===== config.mk =====
export PLATFORM = sky130hd
export DESIGN_NAME = card_dealer_flat
export DESIGN_NICKNAME = d
export VERILOG_FILES = /design/src/rtl/blackjack_pkg.sv /design/src/rtl/card_dealer_if.sv /design/src/rtl/card_dealer_lfsr16.sv /design/src/rtl/card_dealer.sv /design/src/flat_wrapper.sv
export SDC_FILE = /design/constraint.sdc
export NUM_CORES = 1
export LEC_CHECK = 0
export ABC_CLOCK_PERIOD_IN_PS = 3600
export BUFFER_PORTS_ARGS = -buffer_cell sky130_fd_sc_hd__buf_4
export CAP_MARGIN = 40
export CORE_MARGIN = 8
export CORE_UTILIZATION = 55
export DETAILED_ROUTE_END_ITERATION = 10
export GPL_ROUTABILITY_DRIVEN = 0
export PLACE_DENSITY = 0.69
export SLEW_MARGIN = 20
export SYNTH_ARGS = -nofsm -noshare
export SYNTH_HDL_FRONTEND = slang
export SYNTH_SLANG_ARGS = --single-unit

===== constraint.sdc =====
create_clock -name clk -period 3.6 [get_ports clk]
set_clock_uncertainty 0.05 [all_clocks]
set_input_delay 0.72 -clock clk [delete_from_list [all_inputs] [get_ports clk]]
set_output_delay 0.72 -clock clk [all_outputs]
set_load 0.05 [all_outputs]

===== src/rtl/blackjack_pkg.sv =====
// rtl/blackjack_pkg.sv - shared card types, deck constants and index helpers
// Contents:
//   card_value_t / card_symbol_t : rank 1..13 and suit 0..3 encodings
//   DECK_SIZE / SUIT_SIZE        : deck geometry
//   SUIT_*                       : suit encodings shared with the game FSM
//   dealer_state_t               : dealer FSM states
//   idx_to_value / idx_to_symbol : deck index 0..51 -> (rank, suit)
package blackjack_pkg;

  typedef logic [3:0] card_value_t;
  typedef logic [1:0] card_symbol_t;

  localparam int DECK_SIZE = 52;
  localparam int SUIT_SIZE = 13;

  localparam card_symbol_t SUIT_CLUBS    = 2'd0;
  localparam card_symbol_t SUIT_DIAMONDS = 2'd1;
  localparam card_symbol_t SUIT_HEARTS   = 2'd2;
  localparam card_symbol_t SUIT_SPADES   = 2'd3;

  typedef enum logic [1:0] {
    ST_IDLE    = 2'd0,
    ST_SEARCH  = 2'd1,
    ST_DELIVER = 2'd2
  } dealer_state_t;

  // Suit is idx/13; done with compares to avoid a divider.
  function automatic card_symbol_t idx_to_symbol(logic [5:0] idx);
    if (idx >= 6'(3 * SUIT_SIZE)) return SUIT_SPADES;
    if (idx >= 6'(2 * SUIT_SIZE)) return SUIT_HEARTS;
    if (idx >= 6'(SUIT_SIZE))     return SUIT_DIAMONDS;
    return SUIT_CLUBS;
  endfunction

  // Rank is (idx mod 13) + 1, i.e. idx minus the suit base, plus one.
  function automatic card_value_t idx_to_value(logic [5:0] idx);
    logic [5:0] rem;
    rem = idx - 6'(SUIT_SIZE) * {4'b0000, idx_to_symbol(idx)};
    return 4'(rem + 6'd1);
  endfunction

endpackage


===== src/rtl/card_dealer_if.sv =====
// rtl/card_dealer_if.sv - requester <-> dealer handshake bundle
// Signals:
//   shuffle, draw_req                 : requester -> dealer
//   draw_ack, draw_err                : dealer pulses
//   card_value, card_symbol           : last delivered card
//   cards_left, deck_empty            : deck status
// Modports: master (requester), slave (dealer)
interface card_dealer_if;
  import blackjack_pkg::*;

  logic         shuffle;
  logic         draw_req;
  logic         draw_ack;
  logic         draw_err;
  card_value_t  card_value;
  card_symbol_t card_symbol;
  logic [5:0]   cards_left;
  logic         deck_empty;

  modport master (
    output shuffle, draw_req,
    input  draw_ack, draw_err, card_value, card_symbol, cards_left, deck_empty
  );

  modport slave (
    input  shuffle, draw_req,
    output draw_ack, draw_err, card_value, card_symbol, cards_left, deck_empty
  );
endinterface


===== src/rtl/card_dealer_lfsr16.sv =====
// rtl/card_dealer_lfsr16.sv - free-running 16-bit Fibonacci LFSR (taps 16,14,13,11)
// Ports:
//   clk     : posedge clock
//   rst     : asynchronous active-high reset, loads SEED
//   state_o : current LFSR state
// Parameter SEED must be nonzero or the register locks up at zero.
module lfsr16 #(
  parameter logic [15:0] SEED = 16'hACE1
) (
  input  logic        clk,
  input  logic        rst,
  output logic [15:0] state_o
);

  logic [15:0] state_q;
  logic        fb;

  // Taps 16,14,13,11 are bits 15,13,12,10 of a left-shifting register.
  assign fb = state_q[15] ^ state_q[13] ^ state_q[12] ^ state_q[10];

  always_ff @(posedge clk or posedge rst) begin
    if (rst) state_q <= SEED;
    else     state_q <= {state_q[14:0], fb};
  end

  assign state_o = state_q;

endmodule


===== src/rtl/card_dealer.sv =====
// rtl/card_dealer.sv - 52-card dealer drawing random unused cards from a used-mask
// Ports:
//   clk  : posedge clock
//   rst  : asynchronous active-high reset
//   bus  : card_dealer_if.slave (shuffle, draw_req in; draw_ack, draw_err,
//          card_value, card_symbol, cards_left, deck_empty out)
// Parameter LFSR_SEED: nonzero LFSR reset value.
// Macro CARD_DEALER_FIXED_ORDER_EN: when defined every search starts at index 0,
// so draws come out in ascending index order; the LFSR keeps running.
module card_dealer
  import blackjack_pkg::*;
#(
  parameter logic [15:0] LFSR_SEED = 16'hACE1
) (
  input  logic          clk,
  input  logic          rst,
  card_dealer_if.slave  bus
);

  dealer_state_t          state_q, state_d;
  logic [DECK_SIZE-1:0]   mask_q, mask_d;
  logic [5:0]             cand_q, cand_d;
  logic [5:0]             left_q, left_d;
  card_value_t            value_q, value_d;
  card_symbol_t           symbol_q, symbol_d;
  logic                   ack_q, ack_d;
  logic                   err_q, err_d;

  logic [15:0] lfsr_state;
  logic [5:0]  start_idx;
  logic        unused_lfsr_bits;

  lfsr16 #(.SEED(LFSR_SEED)) u_lfsr (
    .clk     (clk),
    .rst     (rst),
    .state_o (lfsr_state)
  );

`ifdef CARD_DEALER_FIXED_ORDER_EN
  assign start_idx        = 6'd0;
  assign unused_lfsr_bits = ^lfsr_state;
`else
  // Fold 52..63 back into range; slightly biased toward low indices, accepted.
  assign start_idx = (lfsr_state[5:0] >= 6'(DECK_SIZE))
                   ? lfsr_state[5:0] - 6'(DECK_SIZE)
                   : lfsr_state[5:0];
  assign unused_lfsr_bits = ^lfsr_state[15:6];
`endif

  always_comb begin
    state_d  = state_q;
    mask_d   = mask_q;
    cand_d   = cand_q;
    left_d   = left_q;
    value_d  = value_q;
    symbol_d = symbol_q;
    ack_d    = 1'b0;
    err_d    = 1'b0;

    // Shuffle wins in every state: it refills the deck and aborts any draw.
    if (bus.shuffle) begin
      state_d  = ST_IDLE;
      mask_d   = '0;
      left_d   = 6'(DECK_SIZE);
      value_d  = '0;
      symbol_d = '0;
    end else begin
      case (state_q)
        ST_IDLE: begin
          if (bus.draw_req) begin
            if (left_q == 6'd0) begin
              err_d = 1'b1;
            end else begin
              cand_d  = start_idx;
              state_d = ST_SEARCH;
            end
          end
        end
        ST_SEARCH: begin
          // Linear probe with wrap; terminates because cards_left > 0.
          if (mask_q[cand_q]) begin
            cand_d = (cand_q == 6'(DECK_SIZE - 1)) ? 6'd0 : cand_q + 6'd1;
          end else begin
            mask_d[cand_q] = 1'b1;
            left_d         = left_q - 6'd1;
            value_d        = idx_to_value(cand_q);
            symbol_d       = idx_to_symbol(cand_q);
            state_d        = ST_DELIVER;
          end
        end
        ST_DELIVER: begin
          ack_d   = 1'b1;
          state_d = ST_IDLE;
        end
        default: state_d = ST_IDLE;
      endcase
    end
  end

  always_ff @(posedge clk or posedge rst) begin
    if (rst) begin
      state_q  <= ST_IDLE;
      mask_q   <= '0;
      cand_q   <= '0;
      left_q   <= 6'(DECK_SIZE);
      value_q  <= '0;
      symbol_q <= '0;
      ack_q    <= 1'b0;
      err_q    <= 1'b0;
    end else begin
      state_q  <= state_d;
      mask_q   <= mask_d;
      cand_q   <= cand_d;
      left_q   <= left_d;
      value_q  <= value_d;
      symbol_q <= symbol_d;
      ack_q    <= ack_d;
      err_q    <= err_d;
    end
  end

  assign bus.draw_ack    = ack_q;
  assign bus.draw_err    = err_q;
  assign bus.card_value  = value_q;
  assign bus.card_symbol = symbol_q;
  assign bus.cards_left  = left_q;
  assign bus.deck_empty  = (left_q == 6'd0);

endmodule


===== src/flat_wrapper.sv =====
// flat-port wrapper written by rule: the top's interface ports become plain ports
module card_dealer_flat import blackjack_pkg::*;
#(
  parameter logic [15:0] LFSR_SEED = 16'hACE1
)
  (clk, rst, bus_shuffle, bus_draw_req, bus_draw_ack, bus_draw_err, bus_card_value, bus_card_symbol, bus_cards_left, bus_deck_empty);
  card_dealer_if bus_i ();
  input  logic clk;
  input  logic rst;
  input wire logic [$bits(bus_i.shuffle)-1:0] bus_shuffle;
  input wire logic [$bits(bus_i.draw_req)-1:0] bus_draw_req;
  output wire logic [$bits(bus_i.draw_ack)-1:0] bus_draw_ack;
  output wire logic [$bits(bus_i.draw_err)-1:0] bus_draw_err;
  output wire logic [$bits(bus_i.card_value)-1:0] bus_card_value;
  output wire logic [$bits(bus_i.card_symbol)-1:0] bus_card_symbol;
  output wire logic [$bits(bus_i.cards_left)-1:0] bus_cards_left;
  output wire logic [$bits(bus_i.deck_empty)-1:0] bus_deck_empty;
  assign bus_i.shuffle = bus_shuffle;
  assign bus_i.draw_req = bus_draw_req;
  assign bus_draw_ack = bus_i.draw_ack;
  assign bus_draw_err = bus_i.draw_err;
  assign bus_card_value = bus_i.card_value;
  assign bus_card_symbol = bus_i.card_symbol;
  assign bus_cards_left = bus_i.cards_left;
  assign bus_deck_empty = bus_i.deck_empty;
  card_dealer #(.LFSR_SEED(LFSR_SEED)) u_core (.clk(clk), .rst(rst), .bus(bus_i));
endmodule

======== Word level (Yosys, flattened, before mapping) ========
Cells that the tools add are included.
operators by class
  magnitude comparators ................... 6
  bitwise operators ....................... 5
  muxes and demuxes ....................... 55
  eq/ne operators ......................... 10
  $add $sub $neg .......................... 5
  multiply operators ...................... 1
  reductions and logical operators ........ 8
operator list
  kind                   number
  $mux W52               3
  $or A52 B52 Y52        1
  $mux W6                8
  $mux W2                14
  $mux W1                23
  $ge A6 B6 Y1 const B   2
  $mux W4                3
  $pmux W6 S2            1
  $ne A3 B3 Y1 const B   3
  $lt A6 B7 Y1 const B   1
  $add A6 B1 Y6 const B  1
  $bmux W1 S6            1
  $demux W1 S6           1
  $eq A6 B6 Y1 const B   1
  $ge A6 B1 Y1 const B   1
  $ge A6 B4 Y1 const B   1
  $ge A6 B5 Y1 const B   1
  $logic_not A6 Y1       1
  $ne A2 B2 Y1 const B   3
  $sub A6 B1 Y6 const B  1
  $sub A6 B6 Y6 const B  1
  $reduce_and A5 Y1      1
  $add A4 B1 Y4 const B  1
  $mul A4 B2 Y4 const A  1
  other kinds (12)       15
storage, ports and cells
  bits in registers ....................... 90
  input bits .............................. 4
  word-level logic and storage cells ...... 99
  output and inout port bits .............. 15

======== Logic depth before layout (Yosys ltp) ========
  depth in word-level cells ............... 26
  mapped depth ............................ 17
  mapped depth without buffers ............ 13

======== Modules after synthesis ========
A second synthesis with hierarchy kept.
unflattened totals
  cell total of the unflattened synthesis .. 426
  area total of the unflattened synthesis .. 4,544.4 µm²
modules (own cells, without submodules)
  module       instances  seq. area each (µm²)  area each (µm²)  cells an instance
  card_dealer  1          1,855.5               4,103.9          406
  lfsr16       1          410.4                 440.4            20

======== Least setup slack after synthesis ========
Ideal clock, no wire load.
  path kind ............................... flip-flop to flip-flop
  start ................................... register u_core.cand_q[2]
  end ..................................... register u_core.value_q[3] (netlist: u_core.bus.card_value[3])
  period minus slack after synthesis ...... 3,254 ps
  setup slack ............................. 346 ps
  cell stages (with the launch flop) ...... 16
  library setup time ...................... 94 ps
  data required time ...................... 3,456 ps
  arrival ................................. 3,110 ps
  cells stage by stage .................... dfrtp_1 buf_2 buf_2 clkbuf_1 inv_1 nand2_1 a31oi_1 a21oi_1 inv_1 ha_1 inv_1 fa_1 xnor2_1 xnor2_1 xnor2_1 a211oi_1
on the way
  cells in the longest elaborated chain, start to end .. 19
  elaborated cells between the ends (all ways) .. 36
RTL lines
  what                    RTL line             RTL
  start, declared         card_dealer.sv:22    logic [5:0] cand_q, cand_d;
  start signal, assigned  card_dealer.sv:113   cand_q <= cand_d;
  $ge A6 B4 Y1            blackjack_pkg.sv:31  if (idx >= 6'(SUIT_SIZE)) return SUIT_DIAMONDS;
  $mux W1 (2 in series)   blackjack_pkg.sv:31
  $mux W1                 blackjack_pkg.sv:30  if (idx >= 6'(2 * SUIT_SIZE)) return SUIT_HEARTS;
  $mux W1                 card_dealer.sv:81    if (mask_q[cand_q]) begin
  $mux W1                 card_dealer.sv:68    case (state_q)
  $mux W1                 card_dealer.sv:61    if (bus.shuffle) begin
  $mux W2                 blackjack_pkg.sv:32  return SUIT_CLUBS;
  $mux W2                 blackjack_pkg.sv:31
  [2 not listed]          -
  $mux W2                 card_dealer.sv:68
  $mux W2                 card_dealer.sv:61
  $mul A4 B2 Y4           blackjack_pkg.sv:38  rem = idx - 6'(SUIT_SIZE) * {4'b0000, idx_to_symbol(idx)};
  $sub A4 B4 Y4           blackjack_pkg.sv:38
  $add A4 B1 Y4           blackjack_pkg.sv:39  return 4'(rem + 6'd1);
  $mux W4                 card_dealer.sv:81
  $mux W4                 card_dealer.sv:68
  $mux W4                 card_dealer.sv:61
  end signal, assigned    card_dealer.sv:115   value_q <= value_d;
  end, declared           card_dealer.sv:24    card_value_t value_q, value_d;
Parallel ways exist; a longest one is shown, timed or not. The select of a mux whose other input is x is not followed.
A chain may end at the register's enable or synchronous reset.

======== Worst setup path after layout ========
  start ................................... register u_core.cand_q[1]
  end ..................................... register u_core.mask_q[48]
on the way
  cells in the longest elaborated chain, start to end .. 8
  elaborated cells between the ends (all ways) .. 13
RTL lines
  what                                                                RTL line            RTL
  $lt A6 B7 Y1 (not written as such) or $ge A6 B1 Y1 (tied branches)  card_dealer.sv:84   mask_d[cand_q] = 1'b1;
  $logic_and A1 B1 Y1 (not written as such)                           card_dealer.sv:84
  $mux W1 (not written as such)                                       card_dealer.sv:84
  $demux W1 S6                                                        -
  $or A52 B52 Y52 (no source line)                                    -
  $mux W52                                                            card_dealer.sv:81
  $mux W52                                                            card_dealer.sv:68
  $mux W52                                                            card_dealer.sv:61
  end signal, assigned                                                card_dealer.sv:112  mask_q <= mask_d;
  end, declared                                                       card_dealer.sv:21   logic [DECK_SIZE-1:0] mask_q, mask_d;
Parallel ways exist; a longest one is shown, timed or not. The select of a mux whose other input is x is not followed.

==> qor.txt <==
CTS tree: done
multi-input combinational cell area: 2633 um2
unrepaired setup endpoints after global routing: no
relative contribution of sequential cells to total power: 0.348
synthesized area: 5155 um2
element type at the critical path end: flop
filler cell count: 727
dominant cells by area after synthesis: dfrtp_1, o41ai_2, nand2b_1, dfstp_2, ha_1
# DRC: 0
ratio of total power to cell area: 582.8 nW/um2
clock buffer depth: 2
number of buffers added on ports: 18
number of max-cap violations: 0
maximum vdd drop: 0.0003890 V
vertical extent of the die: 112.8 um
TritonCTS Buffers: 9
vias in the first global route: 3624
synthesized net count: 473
worst-path cell chain: buf_12, mux2_1, a221o_1, a21oi_1, o21a_1, nand3_4, buf_12, o41ai_1
Largest stage delay, worst path: 0.45 ns
initial antenna violation count: 0
number of enable-type register cells in the synthesized netlist: 0
Power Internal: 0.001975 W
run status: complete, no violations
Sw Share: 0.4058
area inside the core boundary: 9153 um2
Sinks on Clock Net: 90
leakage power total: 2.462 nW
net switching power figure: 0.001349 W
finished layout cell area: 5703 um2
cell class contributing the biggest share of worst-path delay: compound AO/OA/AOI/OAI gates
number of resized instances in the post-cts repair step: 0
area enclosed by the die boundary: 12730 um2
Avg Vias per Cell: 6.240
global route total overflow: 0
setup fix buffers added after clock tree synthesis: 0
placed wire-length estimate after detailed placement: 7683 um
count of routing violations after the opening detailed-route iteration: 253
number of vias in the routed layout: 3644
number of endpoints with negative hold slack in the final report: 0
CP Launch Type: flop
Setup TNS Final: 0 ns
Clock power frac: 0.241
slowest CP cell: dfrtp_1
Hold/Removal Path Class: in -> async
final critical path time including I/O delays and setup: 3.170 ns
count of synthesis-stage warnings from yosys: 0
aggregate routed wire length: 11550 um
leading cell types in the layout, fill and taps excluded: dfrtp_1, nand2b_1, o41ai_2
GRT Overall Usage: 0.1921
register clock-pin slew on the reported worst setup and hold paths: 0.09 ns
synthesis-to-layout area growth: 10.63%
arrival time reported for the critical path endpoint: 3.36 ns
Buf+Inv Stages, Crit Path: 2
CTS H-tree depth: 3
top-level I/O count: 19
largest area contributor in the synthesized netlist: dfrtp_1
antenna viol nets, final: 0
Worst Max-Slew Pin Slew: 0.6306 ns
average size of a mapped cell: 11.28 um2
critical path's most frequent cell: buf_12
remaining max-slew budget at the tightest pin: 0.5770
wire length of the first global-routing pass: 19610 um
max-slew violation count: 0
hold bufs inserted after CTS: 0
cell area after placement: 5465 um2
overall die width: 112.8 um
Pre-Repair DR Iteration Count: 4
largest net degree at the start of global routing: 60
Skew-Pair Late Insertion Delay: 0.37 ns
number of core rows: 35
antenna diode count: 0
nets@finish: 484
Setup Crit Path Kind: reg -> reg
portion of synthesized cell area occupied by the leading cell type: 0.3835
most used flip-flop cell after synthesis: dfrtp_1
sequential standard cell area: 2266 um2
Comb power frac: 0.411
routed wire length per instance: 19.77 um
share of layout cells above drive strength 1: 0.2685
cell at the root of the clock tree: clkbuf_8
final setup violation count: 0
starting utilization of the core area: 0.5632
Worst Path Required: 3.79 ns
Max Fclk: 315.5 MHz
number of distinct library cells after synthesis: 58
register area share after synthesis: 0.4396
Synth async-reset ratio: 1.000
maximum net fanout on the critical path: 24
post-synthesis cell count: 457
Synth Register Bits: 90
leading cell type in the layout, fill and taps excluded: dfrtp_1
part of the cycle the worst path needs: 0.8805
[synthesized netlist by cell type, types with 5 or more instances]
cell type and n:
dfrtp_1 79, nand2b_1 56, o41ai_2 43, nand2_1 21, clkbuf_1 17, inv_1 17
buf_2 16, a21oi_1 14, nor2_1 14, a31oi_1 11, dfstp_2 11, ha_1 11
nand3_1 11, nor2b_1 11, o21ai_0 11, mux2i_1 10, o41ai_1 9, xnor2_1 7
a211oi_1 6, nand3b_1 6, or3_1 6, mux2_1 5, mux4_2 5
[state kept, by name, indices dropped and copies added (netlist names)]
signal and count:
u_core.mask_q 52, u_core.cand_q 6, u_core.bus.card_value 4, u_core.bus.draw_err 1, u_core.bus.cards_left 6, u_core.state_q 2
u_core.bus.draw_ack 1, u_core.bus.card_symbol 2, u_core.u_lfsr.state_o 16
[per-stage QoR]
step | utilization | total power [W] | cells | hold slack (ns) | worst slack [ns]
2_1_floorplan | - | 0.002160 | 457 | 0.2812 | 0.3457
3_3_place_gp | 0.5941 | 0.002517 | 566 | 0.2879 | 0.5572
3_5_place_dp | 0.5971 | 0.002537 | 568 | 0.2899 | 0.4909
4_1_cts | 0.6231 | 0.003348 | 584 | 0.2767 | 0.4575
5_1_grt | 0.6231 | 0.003504 | 584 | 0.2887 | 0.1576
6_report | 0.6231 | 0.003324 | 584 | 0.2832 | 0.4302
[final cells by class]
class,instances,share of cell area
clock inverters,4,0.01272
well taps,111,0.02435
inverters,17,0.01141
multi-input cells,310,0.4616
clock buffers,12,0.02896
repair buffers,40,0.06362
flip-flops and latches,90,0.3973
[worst paths after layout]
path	from	end	slack, ns	cells after the start
max	u_core.cand_q[1]	u_core.mask_q[48]	0.43	8
min	rst	u_core.mask_q[12]	0.28	2
max reg2reg	u_core.cand_q[1]	u_core.mask_q[48]	0.43	8
min reg2reg	u_core.u_lfsr.state_o[9]	u_core.u_lfsr.state_o[10]	0.31	0
max in group asynchronous	rst	u_core.u_lfsr.state_o[0]	2.59	3
min in group clk	u_core.u_lfsr.state_o[9]	u_core.u_lfsr.state_o[10]	0.31	0
[layer usage]
metal  GRT usage  routed length [um]  vias to the layer above
met5           0                   0                        -
met4     0.06745                 146                        0
met2      0.2945                5632                       71
li1            -                   -                     1711
met1      0.2597                5281                     1850
met3     0.04526                 485                       12
[power groups by stage]
stage          Clock, W  Sequential, W  Combinational, W
2_1_floorplan         0        0.00128          0.000877
3_3_place_gp          0        0.00117           0.00134
3_5_place_dp          0        0.00117           0.00136
4_1_cts        0.000826        0.00115           0.00137
5_1_grt        0.000866        0.00117           0.00147
6_report       0.000801        0.00116           0.00137
[worst reg2reg max path: cells and delay by family (launching register included)]
family,cells,cell delay (ns)
buffers and inverters,2,0.53
AND/OR/NAND/NOR,1,0.43
multiplexers,1,0.35
flip-flops,1,0.45
AO/OA/AOI/OAI,4,1.22
[kinds of logic after synthesis]
logic type               Yosys count  synth area share
multiplexers                      21           0.05437
adder cells (fa/ha/maj)           12           0.03058
flip-flops                        90            0.4396
buffers and inverters             57           0.04976
AND/OR/NAND/NOR                  149            0.1731
AO/OA/AOI/OAI                    119            0.2374
XOR/XNOR                           9           0.01529
No activity file was read; power rests on OpenSTA's default activity.
